==> src/rtl/divider_4bit_recon.sv <==
// divider_4bit_recon
// Rebuilds the dividend of the 4-bit / 2-bit divider from its outputs:
// A = Q*B + R. The multiply is done MSB-first, one quotient bit per clock.
// The final remainder add takes one more clock.
// noncanon flags a remainder that is not strictly below the divisor.
// A divisor of zero always sets noncanon.
//
// Ports
//   clk       clock, rising edge
//   rst       synchronous active-high reset
//   start     request; accepted in IDLE or DONE
//   Q[3:0]    quotient operand (captured on accept)
//   B[1:0]    divisor operand (captured on accept)
//   R[3:0]    remainder operand (captured on accept)
//   busy      high while the MUL/ADD steps are running
//   done      one-cycle pulse when A/noncanon are updated
//   A[7:0]    reconstructed dividend, held until the next result
//   noncanon  R >= B, held with A
module divider_4bit_recon (
   input  logic       clk,
   input  logic       rst,
   input  logic       start,
   input  logic [3:0] Q,
   input  logic [1:0] B,
   input  logic [3:0] R,
   output logic       busy,
   output logic       done,
   output logic [7:0] A,
   output logic       noncanon
);

   localparam logic [1:0] IDLE = 2'd0;
   localparam logic [1:0] MUL  = 2'd1;
   localparam logic [1:0] ADD  = 2'd2;
   localparam logic [1:0] DONE = 2'd3;

   logic [1:0] state;
   logic [3:0] q_reg;
   logic [1:0] b_reg;
   logic [3:0] r_reg;
   logic [7:0] acc;
   logic [1:0] idx;
   logic [7:0] partial;

   // Shift-add step: double the accumulator and add B when the current quotient bit is set.
   always_comb begin
      partial = {acc[6:0], 1'b0};
      if (q_reg[idx]) begin
         partial = {acc[6:0], 1'b0} + {6'b0, b_reg};
      end else begin
         partial = {acc[6:0], 1'b0};
      end
   end

   // Control FSM and datapath registers; reset wins over everything, including start.
   always_ff @(posedge clk) begin
      if (rst) begin
         state    <= IDLE;
         q_reg    <= 4'd0;
         b_reg    <= 2'd0;
         r_reg    <= 4'd0;
         acc      <= 8'd0;
         idx      <= 2'd0;
         busy     <= 1'b0;
         done     <= 1'b0;
         A        <= 8'd0;
         noncanon <= 1'b0;
      end else begin
         case (state)
            IDLE, DONE: begin
               // done is a single-cycle pulse, so it always drops here
               done <= 1'b0;
               if (start) begin
                  q_reg <= Q;
                  b_reg <= B;
                  r_reg <= R;
                  acc   <= 8'd0;
                  idx   <= 2'd3;
                  busy  <= 1'b1;
                  state <= MUL;
               end else begin
                  state <= IDLE;
               end
            end
            MUL: begin
               // start is ignored here; nothing is queued
               acc <= partial;
               if (idx == 2'd0) begin
                  state <= ADD;
               end else begin
                  idx <= idx - 2'd1;
               end
            end
            ADD: begin
               // the maximum value is 15*3 + 15 = 60, so the top bits of A are always zero
               A        <= acc + {4'b0, r_reg};
               noncanon <= ({2'b0, b_reg} <= r_reg);
               done     <= 1'b1;
               busy     <= 1'b0;
               state    <= DONE;
            end
            default: begin
               state <= IDLE;
               busy  <= 1'b0;
               done  <= 1'b0;
            end
         endcase
      end
   end

endmodule

==> config.mk <==
export PLATFORM = sky130hd
export DESIGN_NAME = divider_4bit_recon
export DESIGN_NICKNAME = d
export VERILOG_FILES = /design/src/rtl/divider_4bit_recon.sv
export SDC_FILE = /design/constraint.sdc
export NUM_CORES = 1
export LEC_CHECK = 0
export BUFFER_PORTS_ARGS = -buffer_cell sky130_fd_sc_hd__buf_4
export CAP_MARGIN = 20
export CELL_PAD_IN_SITES_DETAIL_PLACEMENT = 1
export CELL_PAD_IN_SITES_GLOBAL_PLACEMENT = 1
export CORE_MARGIN = 2
export CORE_UTILIZATION = 35
export DETAILED_ROUTE_END_ITERATION = 10
export PLACE_DENSITY = 0.76
export SLEW_MARGIN = 20
export SYNTH_ARGS = -nofsm -noshare
export SYNTH_HDL_FRONTEND = slang
export SYNTH_SLANG_ARGS = --single-unit
==> constraint.sdc <==
create_clock -name clk -period 2.19 [get_ports clk]
set_input_delay 0.219 -clock clk [delete_from_list [all_inputs] [get_ports clk]]
set_output_delay 0.219 -clock clk [all_outputs]
set_load 0.05 [all_outputs]
=== Word-level counts from Yosys, hierarchy flattened ===
Cells that the tools add are included.

* Bits in registers: 33
* Input bits: 13
* Output and inout bits: 11
* Logic and storage cells: 44

* $add $sub $neg: 3
* Order comparisons: 2
* Equal/unequal tests: 6
* Muxes and demuxes: 14
* Reductions and logical operators: 9

{| class="wikitable"
|+ Operators by type and width
! operator !! count
|-
| 2-to-1 mux 8 bit || 2
|-
| case mux 8 bit (2 select lines) || 1
|-
| adder 8 x 2 -> 8 bit || 1
|-
| adder 8 x 4 -> 8 bit || 1
|-
| 2-to-1 mux 2 bit || 3
|-
| != test 2 bit (second input constant) || 3
|-
| case mux 2 bit (3 select lines) || 1
|-
| AND reduction 2 bit || 3
|-
| == test 2 bit (second input constant) || 2
|-
| <= comparator 2 x 4 -> 1 bit || 1
|-
| logical NOT 2 bit || 2
|-
| case mux 1 bit (2 select lines) || 2
|-
| case mux 2 bit (2 select lines) || 1
|-
| nonzero test 2 bit || 2
|-
| < comparator 2 x 3 -> 1 bit (second input constant) || 1
|-
| 2-to-1 mux 1 bit || 3
|-
| AND reduction 3 bit || 1
|-
| binary-select mux 1 bit (select 2 bit) || 1
|-
| == test 2 x 1 -> 1 bit (second input constant) || 1
|-
| OR reduction 2 bit || 1
|-
| subtractor 2 x 1 -> 2 bit (second input constant) || 1
|}

=== Depth between registers and ports, before layout ===
Gate-level depths: netlist of run 1.

* Depth in word-level cells: 4
* Gate-level depth with buffers: 7
* Gate-level depth less buffers: 6

=== Worst setup path before layout of run 1 ===
No wires, ideal clock.

* Path type: register -> register
* From: register r_reg[0]
* To: register A[4]
* Library setup time: 122 ps
* Arrival: 1,618 ps
* Data required time: 2,068 ps
* Path slack: 450 ps
* Stages on the path, launching flop included: 7
* Clock period less this slack: 1,740 ps
* Cells stage by stage: dfxtp_1 ha_1 fa_1 a21o_1 a21oi_1 nor4_1 a311o_1

* Word-level cells in the longest chain between the ends: 1

{| class="wikitable"
|+ RTL lines
! element !! RTL line !! source
|-
| start: declaration || 40 || <nowiki>logic [3:0] r_reg;</nowiki>
|-
| start signal: assignment || 61 || <nowiki>r_reg <= 4'd0;</nowiki>
|-
| start signal: assignment || 76 || <nowiki>r_reg <= R;</nowiki>
|-
| adder 8 x 4 -> 8 bit || 96 || <nowiki>A <= acc + {4'b0, r_reg};</nowiki>
|-
| end signal: assignment || 96 ||
|-
| end: declaration || 28 || <nowiki>output logic [7:0] A,</nowiki>
|}

No other way between the ends.
A chain may end at the register's enable or synchronous reset.

=== Worst setup path after layout of run 1 ===
Ends and elaborated chain as after synthesis.

==> impl_metrics.ini, run 1 <==
[route]
dr.pass1.iters = 6
avgRoutedWirePerCell_um = 14.5
drt_wl_total_um = 3930
antenna_left = 0
drcViolationCount = 0
drtIter0Drc = 43
vias = 1426
post_drt_via_cell_ratio = 5.26

[worst_setup_path]
critPathKind = flip-flop to flip-flop
cp-end-kind = flip-flop
regToRegSetupSlack_ns = 0.35
cp-start-kind = flip-flop
ff2ff_path_depth = 6
r2r_start = r_reg[0]$_SDFFE_PP0P_
required_ns = 2.37
cp_max_fo = 3
r2r_end = A[4]$_SDFFE_PP0P_
critPathArrivalTime_ns = 2.02

[synthesis]
syn_nets = 218
syn-instance-count = 193
ys_ff_latch = 33
avgSynthCellArea_um2 = 8.80
synthFlopType = dfxtp_1
yosysTopAreaCell = dfxtp_1
async_reset_ff_frac = 0
synth_edf_count = 0
ys.warnings.count = 0
synth_top_area_frac = 0.389
syn_area_um2 = 1700
synth.distinct_cells = 45
synth_top_cells_by_area = dfxtp_1, ha_1, nand2_1
yosysSeqAreaShare = 0.389

[layout]
final_cell_mix = dfxtp_1, nand2_1, buf_4
fin_util = 0.424
final_nets = 241
reg.largest.list = A x8, acc x8
final_common_cell = dfxtp_1
antenna_cells = 0
drive_gt1_frac = 0.189
nFillCells = 586
final_cell_count_no_fill = 271
syn2layout_area_growth_pct = 17.0

[power_and_ir_drop]
seq_power_share = 0.371
internal-power_mw = 1.28
power_density_nw_per_um2 = 1090
p_comb_frac = 0.419
power.leakage_nw = 0.799
swShare = 0.407
vdd_drop_max_mv = 0.473
clockPowerShare = 0.210
p_sw_mw = 0.879

[global_route]
grt_use_total = 0.164
gr-usage-met2 = 0.240
antenna_found_initial = 0
use_met1 = 0.224
met3_usage = 0.0535
grt.busiest_layer = met2
grt_pass1_vias = 1343
overflow = 0
grt_first_pass_wirelength_um = 6610
grt_start_max_net_pins = 31

[placement]
io_buffers = 23
hpwl_um = 2770
dp_cells = 263
place_congestion = 0.723

[min_path]
min_from = Q[1]
hold_path_class = input pin to flip-flop
whs_endpoint = q_reg[1]$_SDFFE_PP0P_
holdPathStages = 3

[clock_tree]
clk_latency_ns = 0.29
cts_sinks = 33
cts_resized = 0
tritoncts = yes
h-tree-depth = 2
cts_post_setup_buffers_inserted = 0
ctsHoldBuffers = 0
clockRootBuffer = clkbuf_8
ctsLongestPathBuffers = 2
clkTransAtPathRegs_ns = 0.07
cts_made_buffers = 5

[status]
status = finished, final reports clean

[sta]
fin_setup_tns_ns = 0
finalMaxSlewViolations = 0
rsz0062_at_grt = false
fin_crit_sh = 0.839
tightest_slew_ns = 0.458
finalHoldViolations = 0
setup_viol = 0
timing.hold.ws_ns = 0.177
max_slew_margin = 0.695
clock_skew_ns = 0.00257
min_period_ns = 1.84
max_clock_freq_mhz = 544

[die]
coreArea_um2 = 4690
die_area_um2 = 5430
die_h_um = 73.7
initial_core_util = 0.362
pin_count = 24
rows = 25
chipWidth_um = 73.7

[run]
maxCapViolCount = 0
-- cells in the mapped netlist, types with 2 or more instances --
library cell and number:
dfxtp_1 33, nand2_1 32, a21oi_1 16, inv_1 13, nor2_1 13, ha_1 11, clkbuf_1 6, and2_1 5
mux2i_1 5, xor2_1 5, a211oi_1 4, nand3_1 4, nand4_1 4, o21ai_1 4, a21oi_2 2, a311oi_1 2
and4_1 2, nand2b_1 2, o211ai_1 2, o21ai_0 2, o32ai_1 2
-- worst max-delay path: stages (launching register included) --
cell and delay, ns:
dfxtp_1 0.33, ha_1 0.23, fa_1 0.44, a21o_1 0.20, a21oi_1 0.16, nor4_1 0.07
a311o_1 0.32
-- through the flow --
step	power, mW	instance area (µm²)	setup slack, ns
floorplan	1.50	1700	0.450
global placement	1.71	1910	0.373
detailed placement	1.73	1910	0.357
CTS	2.18	1990	0.338
global route	2.32	1990	0.219
finish	2.16	1990	0.352
-- logic make-up (layout without fill, tap and decap cells) --
logic type | Yosys count | count (layout) | synth area share
adders and majority gates | 12 | 12 | 0.0928
buffers and inverters | 22 | 46 | 0.0560
DFF | 33 | 33 | 0.389
and+or+nand+nor | 67 | 67 | 0.183
AOI/OAI and AO/OA | 44 | 44 | 0.182
muxes | 9 | 9 | 0.0663
xor gates and xnor gates | 6 | 6 | 0.0309
-- routing by layer --
metal  share of wire  routed length [µm]
met1            0.50                1980
met2            0.45                1760
met3           0.031                 120
met4           0.019                  74
met5               0                   0
-- final cells by class --
type | count | area, µm² | share of cell area
Multi-Input combinational cell | 138 | 943 | 0.475
Sequential cell | 33 | 661 | 0.332
Timing Repair Buffer | 25 | 188 | 0.0944
Clock buffer | 8 | 80.1 | 0.0403
Inverter | 13 | 48.8 | 0.0245
Tap cell | 54 | 67.6 | 0.0340
-- worst max path at each step --
stage	to	cells past startpoint	from	slack (ns)
floorplan	A[4]$_SDFFE_PP0P_	6	r_reg[0]$_SDFFE_PP0P_	0.45
global placement	A[4]$_SDFFE_PP0P_	6	r_reg[0]$_SDFFE_PP0P_	0.37
detailed placement	A[4]$_SDFFE_PP0P_	6	acc[0]$_SDFFE_PP0P_	0.36
CTS	A[5]$_SDFFE_PP0P_	5	acc[1]$_SDFFE_PP0P_	0.34
global route	A[4]$_SDFFE_PP0P_	6	acc[0]$_SDFFE_PP0P_	0.22
finish	A[4]$_SDFFE_PP0P_	6	r_reg[0]$_SDFFE_PP0P_	0.35
-- power by group through the flow --
stage / registers (mW) / logic, mW / clock network [mW]
3_3_place_gp: 0.809 / 0.897 / 0
6_report: 0.800 / 0.905 / 0.454
4_1_cts: 0.803 / 0.917 / 0.461
5_1_grt: 0.820 / 1.00 / 0.496
2_1_floorplan: 0.964 / 0.534 / 0
3_5_place_dp: 0.816 / 0.910 / 0
Note: power is estimated with default switching activity, not from simulation.
==> run 2: changes to the inputs <==
==> constraint.sdc (replaced) <==
create_clock -name clk -period 1.7 [get_ports clk]
set_input_delay 0.17 -clock clk [delete_from_list [all_inputs] [get_ports clk]]
set_output_delay 0.17 -clock clk [all_outputs]
set_load 0.05 [all_outputs]
==> run 2 against run 1 <==
Compared with the run above: sequential share of layout area shrank 3.1 points; die area is the same; via count grew 5.3%; total power grew 39%; critical path depth is the same; critical path type unchanged; largest power group unchanged; highest routed layer unchanged.
==> impl_metrics.ini, run 2 (same netlist as run 1, synthesis figures left out) <==
[status]
status = finished, final reports clean

[layout]
drive_gt1_frac = 0.310
multi_input_area_um2 = 1020
antenna_cells = 0
final_cell_mix = buf_4, nand2_1, dfxtp_1
syn2layout_area_growth_pct = 29.7
final_nets = 257
fin_util = 0.470
nFillCells = 566
final_cell_count_no_fill = 286
final_common_cell = buf_4
reg.largest.list = A x8, acc x8
seq_area_um2 = 664

[clock_tree]
h-tree-depth = 2
ctsLongestPathBuffers = 2
ctsHoldBuffers = 0
clk_latency_ns = 0.28
clkTransAtPathRegs_ns = 0.06
tritoncts = yes
clockRootBuffer = clkbuf_8
cts_made_buffers = 5
cts_sinks = 33

[worst_setup_path]
critPathArrivalTime_ns = 1.86
cp-start-kind = flip-flop
r2r_end = A[4]$_SDFFE_PP0P_
r2r_start = r_reg[1]$_SDFFE_PP0P_
required_ns = 1.87
cp_max_fo = 3
critPathKind = flip-flop to flip-flop
cp-end-kind = flip-flop
ff2ff_path_depth = 6
regToRegSetupSlack_ns = 0.009

[route]
drtIter0Drc = 41
drt_wl_total_um = 4310
vias = 1501
dr.pass1.iters = 4
post_drt_via_cell_ratio = 5.25
antenna_left = 0
drcViolationCount = 0
avgRoutedWirePerCell_um = 15.1

[sta]
tightest_slew_ns = 0.374
max_slew_margin = 0.750
finalMaxSlewViolations = 0
setup_viol = 0
finalHoldViolations = 0
fin_crit_sh = 0.995
clock_skew_ns = 0.00599
max_clock_freq_mhz = 591
rsz0062_at_grt = true
min_period_ns = 1.69

[power_and_ir_drop]
power.leakage_nw = 0.890
clockPowerShare = 0.201
p_sw_mw = 1.17
internal-power_mw = 1.83
power_density_nw_per_um2 = 1360
swShare = 0.390
seq_power_share = 0.348
p_comb_frac = 0.452
vdd_drop_max_mv = 0.498

[global_route]
grt_pass1_vias = 1590
grt_use_total = 0.179
grt_first_pass_wirelength_um = 7270
overflow = 0
grt_start_max_net_pins = 21
antenna_found_initial = 0
grt.busiest_layer = met2
gr-usage-met2 = 0.322
met3_usage = 0.0453
use_met1 = 0.205

[min_path]
whs_endpoint = r_reg[1]$_SDFFE_PP0P_
holdPathStages = 3
hold_path_class = input pin to flip-flop
min_from = R[1]

[placement]
dp_cells = 278
io_buffers = 23
hpwl_um = 3080
place_congestion = 0.787

[run]
maxCapViolCount = 0

[die]
coreArea_um2 = 4690
pin_count = 24
initial_core_util = 0.362
die_h_um = 73.7
die_area_um2 = 5430
chipWidth_um = 73.7
rows = 25
## run 2: power by group through the flow
stage	logic (mW)	clock network, mW	registers, mW
finish	1.35	0.601	1.04
CTS	1.32	0.616	1.03
global route	1.50	0.654	1.06
global placement	1.27	0	1.04
floorplan	0.688	0	1.24
detailed placement	1.29	0	1.05
## run 2: layer usage
| layer | vias to the layer above | share of wire |
|---|---|---|
| li1 | 755 | - |
| met1 | 719 | 0.45 |
| met2 | 23 | 0.52 |
| met3 | 4 | 0.026 |
| met4 | 0 | 0.0081 |
| met5 | - | 0 |
## run 2: layout make-up
cell class | instances | share of cell area
timing repair buffer | 41 | 0.145
clock buffer | 7 | 0.0392
sequential | 33 | 0.302
tap | 54 | 0.0307
inverter | 13 | 0.0221
multi-input combinational | 138 | 0.461
## run 2: how the worst max path moves through the flow
stage / start / endpoint
after detailed placement: r_reg[1]$_SDFFE_PP0P_ / A[5]$_SDFFE_PP0P_
after global placement: r_reg[0]$_SDFFE_PP0P_ / A[4]$_SDFFE_PP0P_
after floorplan: state[0]$_SDFFE_PP0P_ / idx[0]$_SDFFE_PP0P_
final: r_reg[1]$_SDFFE_PP0P_ / A[4]$_SDFFE_PP0P_
after CTS: r_reg[1]$_SDFFE_PP0P_ / A[5]$_SDFFE_PP0P_
after global routing: acc[0]$_SDFFE_PP0P_ / A[4]$_SDFFE_PP0P_
## run 2: worst max-delay path, cell delays in order (launching register included)
cell and delay, ns:
dfxtp_2 0.33, buf_4 0.13, fa_2 0.40, a21o_1 0.21, a21oi_2 0.16, nor4_1 0.06
a311o_1 0.28
## run 2: through the flow
step | hold slack (ns) | instance area [µm²] | power (mW) | TNS, ns | setup WS [ns]
2_1_floorplan | 0.306 | 1700 | 1.93 | 0 | 0.0121
3_3_place_gp | 0.417 | 2040 | 2.31 | -0.0180 | -0.0180
3_5_place_dp | 0.429 | 2040 | 2.34 | -0.0879 | -0.0537
4_1_cts | 0.125 | 2160 | 2.97 | 0 | 0.000417
5_1_grt | 0.127 | 2200 | 3.22 | -0.0757 | -0.0678
6_report | 0.131 | 2200 | 3.00 | 0 | 0.00926
## run 2: repair_timing
| item | in CTS | in global routing |
|---|---|---|
| pin swaps | 6 | 11 |
| cloned | 0 | 0 |
| endpoints found under the setup margin | 10 | 13 |
| gates resized for setup | 6 | 9 |
| setup buffers | 1 | 0 |
| hold endpoints to repair | 0 | 0 |
==> run 3: changes to the inputs <==
--- a/config.mk
+++ b/config.mk
@@ -10,9 +10,9 @@
 export CELL_PAD_IN_SITES_DETAIL_PLACEMENT = 1
 export CELL_PAD_IN_SITES_GLOBAL_PLACEMENT = 1
 export CORE_MARGIN = 2
-export CORE_UTILIZATION = 35
+export CORE_UTILIZATION = 42
 export DETAILED_ROUTE_END_ITERATION = 10
-export PLACE_DENSITY = 0.76
+export PLACE_DENSITY = 0.87
 export SLEW_MARGIN = 20
 export SYNTH_ARGS = -nofsm -noshare
 export SYNTH_HDL_FRONTEND = slang
==> run 3 against run 2 <==
Compared with the run above: routed wire length grew 18%; via count is 5.5% higher; clock skew fell by 0.0014 ns; fmax decreased by 0.43%; design area up 0.11%; setup slack got worse by 0.0073 ns; sequential power about the same; count of clock-buffer cells in the layout is 1 lower; core utilization increased by 9.0 points; die area fell by 16%; combinational power barely moved.
==> impl_metrics.ini, run 3 (same netlist as run 1, synthesis figures left out) <==
[power_and_ir_drop]
swShare = 0.408
seq_power_share = 0.352
p_sw_mw = 1.22
power.total_mw = 2.99
vdd_drop_max_mv = 0.782
power.leakage_nw = 0.887
p_comb_frac = 0.456
clockPowerShare = 0.191
internal-power_mw = 1.77
power_density_nw_per_um2 = 1360

[route]
drt_wl_total_um = 5080
post_drt_via_cell_ratio = 5.58
antenna_left = 0
avgRoutedWirePerCell_um = 17.9
dr.pass1.iters = 4
vias = 1584
drtIter0Drc = 57
drcViolationCount = 0

[clock_tree]
h-tree-depth = 2
ctsLongestPathBuffers = 2
ctsHoldBuffers = 0
cts_made_buffers = 5
clkTransAtPathRegs_ns = 0.07
tritoncts = yes
cts_sinks = 33
clockRootBuffer = clkbuf_8
clk_latency_ns = 0.28

[sta]
setup_viol = 0
min_period_ns = 1.70
max_clock_freq_mhz = 589
max_slew_margin = 0.744
fin_setup_tns_ns = 0
tightest_slew_ns = 0.383
finalHoldViolations = 0
clock_skew_ns = 0.00455
fin_crit_sh = 0.999
finalMaxSlewViolations = 0

[worst_setup_path]
required_ns = 1.87
critPathArrivalTime_ns = 1.87
critPathLaunch = r_reg[1]$_SDFFE_PP0P_
critPathKind = flip-flop to flip-flop
r2r_start = r_reg[1]$_SDFFE_PP0P_
cp_max_fo = 3
cp-end-kind = flip-flop
cp-start-kind = flip-flop

[layout]
reg.largest.list = A x8, acc x8
final_cell_count_no_fill = 284
fin_util = 0.560
final_common_cell = buf_4
drive_gt1_frac = 0.329
nFillCells = 475
multi_input_area_um2 = 1030
syn2layout_area_growth_pct = 29.8
seq_area_um2 = 671
final_cell_mix = buf_4, nand2_1, dfxtp_1
antenna_cells = 0
final_nets = 258

[die]
die_area_um2 = 4570
chipWidth_um = 67.6
rows = 23
die_h_um = 67.6
pin_count = 24
coreArea_um2 = 3940
initial_core_util = 0.431

[placement]
io_buffers = 23
place_congestion = 0.880
dp_cells = 274
hpwl_um = 3490

[min_path]
min_from = R[2]
hold_path_class = input pin to flip-flop

[global_route]
grt_pass1_vias = 1628
antenna_found_initial = 0
grt_start_max_net_pins = 22
overflow = 0
grt_first_pass_wirelength_um = 7560
grt_use_total = 0.228

[run]
maxCapViolCount = 0

[status]
status = finished, final reports clean
-- run 3: cell count changes in the layout (fill, tap and decap cells not counted), sizes merged --
cell / change
clkinv: +2
clkbuf: -1
buf: +1
-- run 3: stage by stage --
step / instance area, µm² / hold slack (ns) / worst slack (ns)
after floorplan: 1700 / 0.306 / 0.0121
after CTS: 2150 / 0.123 / 0.000630
after global routing: 2210 / 0.128 / -0.0458
after global placement: 2020 / 0.415 / -0.0178
final: 2210 / 0.130 / 0.00198
after detailed placement: 2020 / 0.429 / -0.138
-- run 3: path summary, 6_finish.rpt --
kind / slack, ns / to / cells after the start
worst min-delay path: 0.13 / r_reg[2]$_SDFFE_PP0P_ / 3
worst max-delay path: 0.002 / A[5]$_SDFFE_PP0P_ / 6
worst min register to register: 0.45 / acc[7]$_SDFFE_PP0P_ / 2
worst max register to register: 0.002 / A[5]$_SDFFE_PP0P_ / 6
-- run 3: layer usage --
| metal | track usage | vias up | share of wire |
|---|---|---|---|
| met5 | 0 | - | 0 |
| met2 | 0.406 | 47 | 0.52 |
| met1 | 0.240 | 758 | 0.40 |
| li1 | - | 762 | - |
| met4 | 0.120 | 0 | 0.034 |
| met3 | 0.0667 | 17 | 0.042 |
-- run 3: repair_timing --
action                                  CTS  global route
gates resized for setup                   9            10
endpoints found under the setup margin    6            13
pin swaps                                 6            10
buffers inserted                          1             1
-- run 3: power by group through the flow --
stage,Sequential (mW),Combinational (mW),Clock [mW]
final,1.05,1.37,0.572
after global routing,1.07,1.47,0.639
after CTS,1.04,1.31,0.593
after detailed placement,1.05,1.28,0
after global placement,1.04,1.23,0
after floorplan,1.24,0.688,0
-- run 3: worst max-delay path, stage by stage (launching register included) --
cell and delay [ns]:
dfxtp_2 0.36, ha_4 0.28, a21oi_2 0.06, o211ai_1 0.33
buf_4 0.19, nand2_1 0.06, a2111oi_2 0.32
-- run 3: area by class of cell --
class                      count  share of cell area
timing repair buffer          42               0.143
clock buffer                   6              0.0329
multi-input combinational    138               0.465
tap                           50              0.0284
inverter                      13              0.0221
sequential                    33               0.304
clock inverter                 2             0.00454
